<file path="config.mk">
export PLATFORM = sky130hd
export DESIGN_NAME = order_tx_framer
export DESIGN_NICKNAME = d
export VERILOG_FILES = /design/src/rtl/order_pkg.sv /design/src/rtl/order_tx_framer.sv
export SDC_FILE = /design/constraint.sdc
export NUM_CORES = 1
export LEC_CHECK = 0
export CAP_MARGIN = 10
export CORE_UTILIZATION = 48
export DETAILED_ROUTE_END_ITERATION = 10
export PLACE_DENSITY = 0.9
export RECOVER_POWER = 100
export SYNTH_ARGS = -nofsm -noshare
export SYNTH_HDL_FRONTEND = slang
export SYNTH_SLANG_ARGS = --single-unit
export TNS_END_PERCENT = 1
</file>
<file path="constraint.sdc">
create_clock -name clk -period 6.4 [get_ports clk]
set_input_delay 1.28 -clock clk [delete_from_list [all_inputs] [get_ports clk]]
set_output_delay 1.28 -clock clk [all_outputs]
set_load 0.03 [all_outputs]
</file>
<file path="src/rtl/order_pkg.sv">
// Shared types and helpers for the order-to-UART framer.
// The checksum helper is only referenced when ORDER_FRAMER_CKSUM_EN is defined.
package order_pkg;

  typedef enum logic {SIDE_BUY, SIDE_SELL} side_e;

  typedef struct packed {
    side_e       side;
    logic [31:0] price;
    logic [15:0] qty;
  } order_t;

  localparam logic [7:0] CHAR_BUY       = 8'h42;
  localparam logic [7:0] CHAR_SELL      = 8'h53;
  localparam int         FRAME_LEN_BASE = 8;

  typedef enum logic {IDLE, SEND} framer_state_e;

  // ASCII marker for the order side
  function automatic logic [7:0] side_char(input side_e s);
    return (s == SIDE_SELL) ? CHAR_SELL : CHAR_BUY;
  endfunction

  // XOR over side char, price and qty bytes; the SOF marker is excluded
  function automatic logic [7:0] order_cksum(input order_t o);
    return side_char(o.side)
         ^ o.price[31:24] ^ o.price[23:16] ^ o.price[15:8] ^ o.price[7:0]
         ^ o.qty[15:8] ^ o.qty[7:0];
  endfunction

endpackage

</file>
<file path="src/rtl/order_tx_framer.sv">
// order_tx_framer: serialises one latched order (side, price, qty) into a byte
// frame for uart_tx. Frame: SOF, side char, price (big-endian), qty (big-endian),
// plus a trailing XOR checksum byte when ORDER_FRAMER_CKSUM_EN is defined.
// Upstream is back-pressured (order_ready=0) for the whole frame.
module order_tx_framer
  import order_pkg::*;
#(
  parameter logic [7:0] SOF_BYTE = 8'hA5,
  parameter int         CNT_W    = 16
) (
  input  logic             clk,
  input  logic             rst_n,
  input  logic             order_valid,
  output logic             order_ready,
  input  logic             order_side,
  input  logic [31:0]      order_price,
  input  logic [15:0]      order_qty,
  output logic [7:0]       tx_byte,
  output logic             tx_valid,
  input  logic             tx_ready,
  output logic             busy,
  output logic [CNT_W-1:0] frame_count
);

`ifdef ORDER_FRAMER_CKSUM_EN
  localparam int FRAME_LEN = FRAME_LEN_BASE + 1;
`else
  localparam int FRAME_LEN = FRAME_LEN_BASE;
`endif
  localparam logic [3:0] LAST_IDX = 4'(FRAME_LEN - 1);

  framer_state_e    state_q, state_d;
  logic [3:0]       idx_q, idx_d;
  logic [CNT_W-1:0] count_q;
  logic             count_inc;
  logic             load;
  order_t           hold_q;
  logic [7:0]       frame_byte;

  // Control state: FSM state, byte index and completed-frame counter
  always_ff @(posedge clk) begin
    if (!rst_n) begin
      state_q <= IDLE;
      idx_q   <= 4'd0;
      count_q <= '0;
    end else begin
      state_q <= state_d;
      idx_q   <= idx_d;
      if (count_inc) count_q <= count_q + CNT_W'(1);
    end
  end

  // Hold register: captured on acceptance, deliberately not reset (data path)
  always_ff @(posedge clk) begin
    if (load) hold_q <= '{side: side_e'(order_side), price: order_price, qty: order_qty};
  end

  // Byte selection from the held order by frame position
  always_comb begin
    frame_byte = 8'h00;
    case (idx_q)
      4'd0: frame_byte = SOF_BYTE;
      4'd1: frame_byte = side_char(hold_q.side);
      4'd2: frame_byte = hold_q.price[31:24];
      4'd3: frame_byte = hold_q.price[23:16];
      4'd4: frame_byte = hold_q.price[15:8];
      4'd5: frame_byte = hold_q.price[7:0];
      4'd6: frame_byte = hold_q.qty[15:8];
      4'd7: frame_byte = hold_q.qty[7:0];
`ifdef ORDER_FRAMER_CKSUM_EN
      4'd8: frame_byte = order_cksum(hold_q);
`endif
      default: frame_byte = 8'h00;
    endcase
  end

  // Next-state and handshake outputs; tx_byte is forced to zero outside SEND
  always_comb begin
    state_d     = state_q;
    idx_d       = idx_q;
    load        = 1'b0;
    count_inc   = 1'b0;
    order_ready = 1'b0;
    tx_valid    = 1'b0;
    tx_byte     = 8'h00;
    busy        = 1'b0;
    case (state_q)
      IDLE: begin
        order_ready = 1'b1;
        if (order_valid) begin
          load    = 1'b1;
          idx_d   = 4'd0;
          state_d = SEND;
        end
      end
      SEND: begin
        busy     = 1'b1;
        tx_valid = 1'b1;
        tx_byte  = frame_byte;
        if (tx_ready) begin
          if (idx_q == LAST_IDX) begin
            state_d   = IDLE;
            idx_d     = 4'd0;
            count_inc = 1'b1;
          end else begin
            idx_d = idx_q + 4'd1;
          end
        end
      end
      default: state_d = IDLE;
    endcase
  end

  assign frame_count = count_q;

endmodule
</file>
Word-level counts from Yosys, hierarchy flattened
Cells that the tools add are included.
- word-level logic and storage cells: 37
- flip-flop bits (word level): 70
- output and inout bits: 27
- input port bits: 53
- reduce and logical (&&, ||, !) cells: 2
- equal/unequal tests: 9
- $add $sub $neg: 2
- bitwise operators: 1
- muxes and demuxes: 17
- operators by type and width (cell ; number):
    one-hot mux 8 bit (8 select lines) ; 1
    adder 16 x 1 -> 16 bit (second input constant) ; 1
    equality test 4 x 3 -> 1 bit (second input constant) ; 4
    two-way mux 4 bit ; 3
    two-way mux 1 bit ; 9
    equality test 4 x 2 -> 1 bit (second input constant) ; 2
    two-way mux 8 bit ; 1
    one-hot mux 4 bit (2 select lines) ; 1
    two-way mux 5 bit ; 1
    adder 4 x 1 -> 4 bit (second input constant) ; 1
    equality test 4 x 1 -> 1 bit (second input constant) ; 1
    zero test 4 bit ; 1
    inequality test 2 bit (second input constant) ; 2
    one-hot mux 1 bit (2 select lines) ; 1
    AND reduction 2 bit ; 1
    inverter 1 bit ; 1

Depth between registers and ports, before layout
Gate-level depths: netlist of the first run.
- word-level depth: 4
- gate-level depth with buffers: 8
- depth with buffers taken out: 6

Least setup slack after synthesis of the first run
OpenSTA, ideal clock, no wires.
- path kind: input -> register
- from: input port order_valid
- to: register idx_q[3]
- path buffers: 0
- setup slack: 2.278 ns
- setup time: 0.124 ns
- arrival time: 3.998 ns
- required time: 6.276 ns
- stages on the path: 4
- cells stage by stage: nor2b_1 a21oi_1 o21ai_0 a21oi_1
- longest elaborated chain between the ends: 2
- RTL lines (item ; line ; RTL):
    start, declared ; order_tx_framer.sv:13 ; input logic order_valid,
    inequality test 2 bit (no line) ; -- ;
    AND reduction 2 bit (no line) ; -- ;
    end signal, assigned ; order_tx_framer.sv:48 ; idx_q <= idx_d;
    end, declared ; order_tx_framer.sv:33 ; logic [3:0] idx_q, idx_d;
Every way passes these cells.
A chain may end at the register's enable or synchronous reset.

Worst setup path after layout of the first run
- from: register idx_q[0]
- to: output port tx_byte[3]
- longest elaborated chain between the ends: 3
- elaborated cells on any way between the ends: 10
- those cells by class: 7 x eq/ne; 2 x mux; 1 x reduce/logical
- RTL lines (item ; line ; RTL):
    equality test 4 x 3 -> 1 bit, or another cell as far along ; order_tx_framer.sv:61 ; case (idx_q)
    one-hot mux 8 bit (8 select lines) (*) ; order_tx_framer.sv:61 ;
    two-way mux 8 bit (*) ; order_tx_framer.sv:87 ; case (state_q)
    end, declared ; order_tx_framer.sv:18 ; output logic [7:0] tx_byte,
Every way passes the cells marked *; elsewhere a longest branch is shown, timed or not.

==> flow_summary_export.csv, run 1 <==
group,metric,value,unit
run_status,status,"complete, but fails checks",
run_status,violations,"capacitance limit, slew limit",
cells_and_area,num-fill-cells,393,
clock_network,clk_path_buf_depth,2,
yosys,synth_seq_area_share,0.659,
critical_path,crit_chain,"ha_1, nor4_1, or3_1, a311oi_1, dlygate4sd3_1",
timing,finalCritPeriodShare,0.722,
cells_and_area,finalNonFillerCells,382,
floorplanning,initial_core_util,0.509,
critical_path,critical-path-max-stage-delay,0.79,ns
placed_design,hpwlAfterDp,4440,um
yosys,synth_cell_types,42,
pwr,p_leak,1.42,nW
floorplanning,row_count,27,
critical_path,crit_path_max_fanout,21,
critical_path,arrival,3.34,ns
floorplanning,die_w,79.3,um
timing,slew_viol_final,51,
timing,rsz0062_at_grt,"false",
critical_path,cpMaxStageDelayCell,"dlygate4sd3_1",
yosys,synth_edf_count,49,
pwr,power.density,259,nW/um2
timing,hold_viol_final,0,
clock_network,htreeDepth,3,
min_path,min_from,"frame_count[15]$_SDFFE_PN0P_",
critical_path,endpoint_kind,"primary output",
clock_network,clk_latency,0.35,ns
grt,antenna_found_initial,0,
cells_and_area,syn_to_final_growth,37.1,%
yosys,synth_warnings,0,
clock_network,post_cts_buffers,0,
yosys,syn_area,2870,um2
yosys,ys_seq_elements,70,
placed_design,dp.cells,366,
timing,final.setup.tns,0,ns
yosys,avgSynthCellArea,12.6,um2
yosys,synthArstFlopShare,0,
timing,setup_viol,0,
drt,wl_per_cell,17.6,um
grt,grt_use_total,0.233,
yosys,synth_fp_nets,286,
drt,viasPerCell,5.72,
cells_and_area,post-route-util,0.697,
floorplanning,die_h,79.3,um
clock_network,post_cts_resize_count,0,
cells_and_area,antennaDiodeCount,0,
cells_and_area,seq_area,1890,um2
critical_path,cp-startpoint,"idx_q[0]$_SDFFE_PN0P_",
floorplanning,io_pins,80,
clock_network,root_buffer,"clkbuf_8",
grt,grt_pass1_vias,2198,
placed_design,port-buffer-count,79,
timing,fin_worst_skew,0.00673,ns
drt,wirelength,6740,um
pwr,finalPower,0.00102,W
clock_network,cts_sinks,70,
floorplanning,die_area,6290,um2
critical_path,r2r-start,"state_q$_SDFF_PN0_",
placed_design,place_congestion,0.807,
min_path,worstHoldPathType,"register to register",
timing,fmax,216,MHz
critical_path,reg2reg_slack,3.18,ns
critical_path,cp-start-kind,"register",
drt,drt_iter0_markers,185,
floorplanning,core_area,5640,um2
critical_path,path_class,"register to primary output",
timing,period_needed,4.62,ns
pwr,peakVddDrop,202,uV
clock_network,path_clk_slew,0.07,ns
timing,relSlewSlack,-0.753,
grt,grt_max_degree,51,
drt,drtPass1Iterations,4,
drt,num_vias,2184,
clock_network,cts_tree,"built",
run,drv_cap,1,
cells_and_area,multi_input_area,891,um2
timing,whs,0.482,ns
critical_path,r2r.worst_path.cells,5,
cells_and_area,drive_gt1_frac,0.0548,
clock_network,cts_hold_buffers,0,
grt,grt_pass1_wl,10600,um
drt,drc,0,
yosys,postSynthCellCount,228,
yosys,synth_flop_cell,"edfxtp_1",
cells_and_area,fin_nets,363,
critical_path,r2r-end,"idx_q[3]$_SDFFE_PN0P_",
drt,ant_nets,0,
min_path,hold_path_depth,2,
timing,tightest_slew,2.63,ns
grt,overflow,0,
min_path,hold_end,"frame_count[15]$_SDFFE_PN0P_",
clock_network,cts-buffers-inserted,9,
critical_path,required,5.12,ns
==> metal layers <==
metal	track usage	wire length, um
met5	0	0
met4	0.120	199
met3	0.0713	422
met2	0.417	3620
met1	0.245	2500
==> registers in the layout (all words and copies together) (netlist names) <==
register	flops
frame_count	16
hold_q	49
state_q	1
idx_q	4
==> cell families after synthesis <==
group / after synthesis / share of synthesized area
AO/OA/AOI/OAI: 56 / 0.135
adder cells (fa/ha/maj): 5 / 0.0218
AND/OR/NAND/NOR: 69 / 0.131
flip-flops: 70 / 0.659
XOR/XNOR: 8 / 0.0244
buffers and inverters: 20 / 0.0279
==> power by group <==
part	internal, W	leakage, nW	total (W)	switching [W]
sequential	0.000507	0.636	0.000515	0.00000777
clock	0.000261	0.120	0.000432	0.000172
combinational	0.0000343	0.668	0.0000715	0.0000372
total	0.000802	1.42	0.00102	0.000217
==> worst max path at each step <==
stage / slack (ns) / endpoint / depth (start not counted)
finish: 1.78 / tx_byte[3] / 5
global route: 1.59 / tx_byte[3] / 5
CTS: 1.85 / tx_byte[3] / 5
detailed placement: 2.28 / tx_byte[3] / 5
floorplan: 2.28 / idx_q[3]$_SDFFE_PN0P_ / 4
global placement: 2.43 / tx_byte[4] / 5
==> stage by stage <==
step	instance area, um2	setup slack (ns)
floorplan	2870	2.28
global placement	3710	2.43
CTS	3950	1.85
detailed placement	3710	2.28
global route	3930	1.59
finish	3930	1.78
==> area by class of cell <==
| type | instances | share of cell area |
|---|---|---|
| Clock buffer | 9 | 0.0315 |
| Clock inverter | 7 | 0.0305 |
| Inverter | 6 | 0.00573 |
| Multi-Input combinational cell | 138 | 0.226 |
| Sequential cell | 70 | 0.481 |
| Tap cell | 72 | 0.0229 |
| Timing Repair Buffer | 80 | 0.202 |
==> synthesized netlist by cell type, types with 2 or more instances <==
master | n | area share
ha_1 | 5 | 0.022
nand3_1 | 11 | 0.019
dfxtp_1 | 21 | 0.15
a22o_1 | 2 | 0.0061
inv_1 | 5 | 0.0065
a221o_1 | 5 | 0.017
nor3_1 | 5 | 0.0087
o21ai_0 | 13 | 0.023
o21a_1 | 3 | 0.0078
nor2b_1 | 2 | 0.0044
a21oi_1 | 10 | 0.017
nor2_1 | 18 | 0.024
nand4_1 | 3 | 0.0065
and4_1 | 2 | 0.0061
a221oi_1 | 2 | 0.0061
a211oi_1 | 2 | 0.0052
clkbuf_1 | 11 | 0.014
xnor2_1 | 5 | 0.015
and3_1 | 2 | 0.0044
nand2_1 | 10 | 0.013
edfxtp_1 | 49 | 0.51
a222oi_1 | 2 | 0.0070
or3_1 | 4 | 0.0087
nor4_1 | 3 | 0.0065
or4_1 | 4 | 0.010
a22oi_1 | 11 | 0.029
xor2_1 | 3 | 0.0092
==> placed cells by master (no fill, tap or decap), drive strengths merged, types with 10 or more instances in the layout <==
cell         synthesis  final
dlygate4sd3          0     79
edfxtp              49     49
dfxtp               21     21
nor2                18     18
o21ai               13     13
nand3               12     12
a22oi               11     11
a21oi               10     10
nand2               10     10
clkbuf              11     10
==> worst max-delay path: cells and delay by family, from the launching register on <==
kind,cells,cell delay (ns)
compound gates,1,0.36
buf+inv,1,0.79
flops,1,0.43
simple gates,2,0.65
fa+ha+maj,1,0.77
(Power assumes the default switching activity.)
==> inputs of run 2 (changes only) <==
--- a/config.mk
+++ b/config.mk
@@ -6,9 +6,9 @@
 export NUM_CORES = 1
 export LEC_CHECK = 0
 export CAP_MARGIN = 10
-export CORE_UTILIZATION = 48
+export CORE_UTILIZATION = 47
 export DETAILED_ROUTE_END_ITERATION = 10
-export PLACE_DENSITY = 0.9
+export PLACE_DENSITY = 0.89
 export RECOVER_POWER = 100
 export SYNTH_ARGS = -nofsm -noshare
 export SYNTH_HDL_FRONTEND = slang
==> constraint.sdc (replaced) <==
create_clock -name clk -period 4.56 [get_ports clk]
set_input_delay 0.912 -clock clk [delete_from_list [all_inputs] [get_ports clk]]
set_output_delay 0.912 -clock clk [all_outputs]
set_load 0.03 [all_outputs]
==> flow_summary_export.csv, run 2 (same netlist as run 1, synthesis figures left out) <==
group,metric,value,unit
timing,finalCritPeriodShare,0.883,
cells_and_area,syn_to_final_growth,36.7,%
pwr,power.density,346,nW/um2
cells_and_area,drive_gt1_frac,0.0579,
critical_path,endpoint_kind,"primary output",
drt,drc,0,
placed_design,port-buffer-count,79,
timing,fmax,248,MHz
timing,setup_viol,0,
cells_and_area,antennaDiodeCount,0,
timing,tightest_slew,2.31,ns
critical_path,required,3.65,ns
drt,viasPerCell,5.64,
critical_path,path_class,"register to primary output",
cells_and_area,largest_reg_flops,49,
timing,period_needed,4.03,ns
cells_and_area,layout_commonest_cell,"dlygate4sd3_1",
timing,relSlewSlack,-0.543,
clock_network,cts-buffers-inserted,9,
timing,final.setup.tns,0,ns
grt,grt_pass1_vias,2062,
timing,fin_worst_skew,0.00474,ns
pwr,p_int,0.00107,W
clock_network,path_clk_slew,0.07,ns
floorplanning,core_area,5920,um2
cells_and_area,fin_nets,364,
clock_network,htreeDepth,3,
floorplanning,die_w,80.1,um
clock_network,post_cts_resize_count,0,
timing,slew_viol_final,30,
drt,drt_iter0_markers,171,
pwr,switching_power,0.000290,W
cells_and_area,regMostFlops,"hold_q",
critical_path,arrival,3.12,ns
floorplanning,die_area,6420,um2
run_status,status,"complete, but fails checks",
critical_path,cp-start-kind,"register",
floorplanning,initial_core_util,0.485,
drt,ant_nets,0,
clock_network,cts_sinks,70,
clock_network,post_cts_buffers,0,
pwr,p_leak,1.42,nW
cells_and_area,num-fill-cells,437,
floorplanning,die_h,80.1,um
pwr,pwr-share-comb,0.074,
clock_network,clk_latency,0.33,ns
drt,wirelength,6400,um
critical_path,crit_path_max_fanout,17,
grt,grt_pass1_wl,10000,um
pwr,power.share.clock,0.395,
min_path,worstHoldPathType,"register to register",
placed_design,hpwlAfterDp,4360,um
drt,drtPass1Iterations,5,
clock_network,root_buffer,"clkbuf_8",
grt,overflow,0,
clock_network,clk_path_buf_depth,2,
run,drv_cap,1,
run_status,violations,"capacitance limit, slew limit",
floorplanning,io_pins,80,
clock_network,cts_hold_buffers,0,
cells_and_area,post-route-util,0.663,
drt,wl_per_cell,16.6,um
grt,grt_use_total,0.212,
timing,hold_viol_final,0,
pwr,netSwitchingFraction,0.214,
grt,antenna_found_initial,0,
placed_design,place_congestion,0.784,
timing,rsz0062_at_grt,"false",
floorplanning,row_count,28,
grt,grt_max_degree,30,
clock_network,cts_tree,"built",
pwr,peakVddDrop,240,uV
drt,num_vias,2177,
cells_and_area,layout_common_cells,"dlygate4sd3_1, edfxtp_1, dfxtp_1, nor2_1, o21ai_0",
pwr,p_seq_frac,0.531,
run 2: per-stage QoR:
stage               cells  power [W]  setup WS [ns]  hold slack [ns]  area [um2]
global route          386    0.00141          0.246            0.540        3920
floorplan             228   0.000777          0.806            0.475        2870
global placement      370   0.000843           1.04            0.465        3720
detailed placement    370   0.000847          0.956            0.481        3720
CTS                   386    0.00138          0.574            0.517        3940
finish                386    0.00136          0.532            0.511        3920
run 2: worst paths after layout:
check	slack, ns	to	cells after the start	start
max	0.53	tx_byte[3]	6	idx_q[0]$_SDFFE_PN0P_
min	0.51	frame_count[10]$_SDFFE_PN0P_	2	frame_count[10]$_SDFFE_PN0P_
max reg2reg	1.31	hold_q[29]$_DFFE_PP_	2	state_q$_SDFF_PN0_
min reg2reg	0.51	frame_count[10]$_SDFFE_PN0P_	2	frame_count[10]$_SDFFE_PN0P_
run 2: layout make-up:
cell class	instances	area, um2	area share
clock buffer	9	124	0.0316
clock inverter	7	96.3	0.0246
inverter	6	22.5	0.00574
multi-input combinational	138	891	0.227
sequential	70	1890	0.482
tap	75	93.8	0.0239
timing repair buffer	81	803	0.205
run 2: power groups by stage:
stage               registers (W)  clock network (W)  logic [W]
global route             0.000723           0.000575   0.000109
detailed placement       0.000734                  0   0.000112
floorplan                0.000733                  0  0.0000441
CTS                      0.000720           0.000550   0.000114
finish                   0.000721           0.000537   0.000100
global placement         0.000734                  0   0.000109
run 2: critical path: stages, from the launching register on:
cell,delay [ns]
dfxtp_1,0.36
inv_1,0.11
ha_1,0.59
nor4_1,0.13
or3_1,0.51
a311oi_1,0.30
dlygate4sd3_1,0.78
run 2: routing by layer:
metal	vias to the layer above	GRT usage	wire length [um]
li1	1035	-	-
met1	1049	0.244	2400
met2	82	0.375	3540
met3	11	0.0682	358
met4	0	0.0643	98
met5	-	0	0
==> inputs of run 3 (changes only) <==
--- a/config.mk
+++ b/config.mk
@@ -7,6 +7,7 @@
 export LEC_CHECK = 0
 export CAP_MARGIN = 10
 export CORE_UTILIZATION = 47
+export CTS_CLUSTER_SIZE = 40
 export DETAILED_ROUTE_END_ITERATION = 10
 export PLACE_DENSITY = 0.89
 export RECOVER_POWER = 100
==> constraint.sdc (replaced) <==
create_clock -name clk -period 4 [get_ports clk]
set_input_delay 0.8 -clock clk [delete_from_list [all_inputs] [get_ports clk]]
set_output_delay 0.8 -clock clk [all_outputs]
set_load 0.03 [all_outputs]
==> flow_summary_export.csv, run 3 (same netlist as run 1, synthesis figures left out) <==
group,metric,value,unit
cells_and_area,largest_reg_flops,49,
timing,period_needed,3.78,ns
critical_path,arrival,2.98,ns
timing,tightest_slew,1.69,ns
floorplanning,die_h,80.1,um
timing,rsz0062_at_grt,"false",
run,drv_cap,1,
cells_and_area,antennaDiodeCount,0,
clock_network,clk_latency,0.33,ns
timing,final.setup.tns,0,ns
grt,grt_pass1_vias,2130,
placed_design,port-buffer-count,79,
critical_path,required,3.20,ns
timing,hold_viol_final,0,
timing,relSlewSlack,-0.130,
timing,finalCritPeriodShare,0.945,
cells_and_area,fin_nets,368,
cells_and_area,layout_commonest_cell,"dlygate4sd3_1",
drt,wirelength,6290,um
floorplanning,row_count,28,
pwr,p_leak,1.43,nW
clock_network,cts_hold_buffers,0,
run_status,status,"complete, but fails checks",
clock_network,post_cts_buffers,0,
cells_and_area,drive_gt1_frac,0.0573,
timing,slew_viol_final,22,
grt,grt_use_total,0.205,
drt,drtPass1Iterations,4,
drt,drt_iter0_markers,137,
clock_network,post_cts_resize_count,0,
floorplanning,io_pins,80,
floorplanning,die_w,80.1,um
timing,fin_worst_skew,0.0112,ns
clock_network,cts_sinks,70,
drt,wl_per_cell,16.2,um
drt,num_vias,2186,
run_status,violations,"capacitance limit, slew limit",
grt,overflow,0,
grt,grt_pass1_wl,9730,um
cells_and_area,syn_to_final_growth,37.0,%
grt,antenna_found_initial,0,
critical_path,cp-start-kind,"register",
timing,fmax,265,MHz
clock_network,root_buffer,"clkbuf_8",
drt,ant_nets,0,
clock_network,path_clk_slew,0.07,ns
drt,drc,0,
cells_and_area,layout_common_cells,"dlygate4sd3_1, edfxtp_1, dfxtp_1, nor2_1, o21ai_0",
critical_path,crit_path_max_fanout,13,
min_path,worstHoldPathType,"register to register",
pwr,peakVddDrop,257,uV
grt,grt_max_degree,22,
floorplanning,core_area,5920,um2
clock_network,cts-buffers-inserted,9,
placed_design,hpwlAfterDp,4560,um
clock_network,cts_tree,"built",
critical_path,path_class,"register to primary output",
pwr,finalPower,0.00152,W
cells_and_area,regMostFlops,"hold_q",
timing,setup_viol,0,
floorplanning,initial_core_util,0.485,
pwr,power.density,388,nW/um2
placed_design,place_congestion,0.808,
clock_network,clk_path_buf_depth,2,
critical_path,endpoint_kind,"primary output",
drt,viasPerCell,5.62,
floorplanning,die_area,6420,um2
clock_network,htreeDepth,3,
run 3: routing by layer:
metal	track usage	part of all wire
met5	0	0
met4	0.116	0.027
met3	0.0443	0.052
met2	0.359	0.54
met1	0.230	0.38
run 3: area by class of cell:
class,instances,area (um2)
Inverter,6,22.5
Clock inverter,5,75.1
Clock buffer,10,128
Timing Repair Buffer,85,830
Multi-Input combinational cell,138,891
Tap cell,75,93.8
Sequential cell,70,1890
Fill cell,454,1990
run 3: final timing paths:
path,from,to,slack [ns],cells after the start
setup / recovery,idx_q[0]$_SDFFE_PN0P_,tx_byte[3],0.22,6
hold / removal,frame_count[15]$_SDFFE_PN0P_,frame_count[15]$_SDFFE_PN0P_,0.49,2
setup reg to reg,state_q$_SDFF_PN0_,hold_q[20]$_DFFE_PP_,1.28,3
hold reg to reg,frame_count[15]$_SDFFE_PN0P_,frame_count[15]$_SDFFE_PN0P_,0.49,2
run 3: critical path, cell delays in order (launching register included):
cell	delay, ns
dfxtp_1	0.36
inv_1	0.10
ha_1	0.49
nor4_1	0.09
or3_1	0.50
a311oi_1	0.32
dlygate4sd3_1	0.78
run 3: per-stage QoR:
step / setup slack (ns) / instance area, um2 / utilization / cells / hold WS [ns]
2_1_floorplan: 0.358 / 2870 / - / 228 / 0.475
3_3_place_gp: 0.728 / 3750 / 0.633 / 374 / 0.466
3_5_place_dp: 0.638 / 3750 / 0.633 / 374 / 0.478
4_1_cts: 0.251 / 3950 / 0.667 / 389 / 0.488
5_1_grt: 0.0472 / 3930 / 0.664 / 389 / 0.526
6_report: 0.221 / 3930 / 0.664 / 389 / 0.485
run 3: report_power, final:
part           leakage [nW]  switching (W)  internal (W)
Clock                0.0974       0.000243      0.000344
Sequential            0.636     0.00000961      0.000810
Combinational         0.693      0.0000606     0.0000570
Total                  1.43       0.000313       0.00121
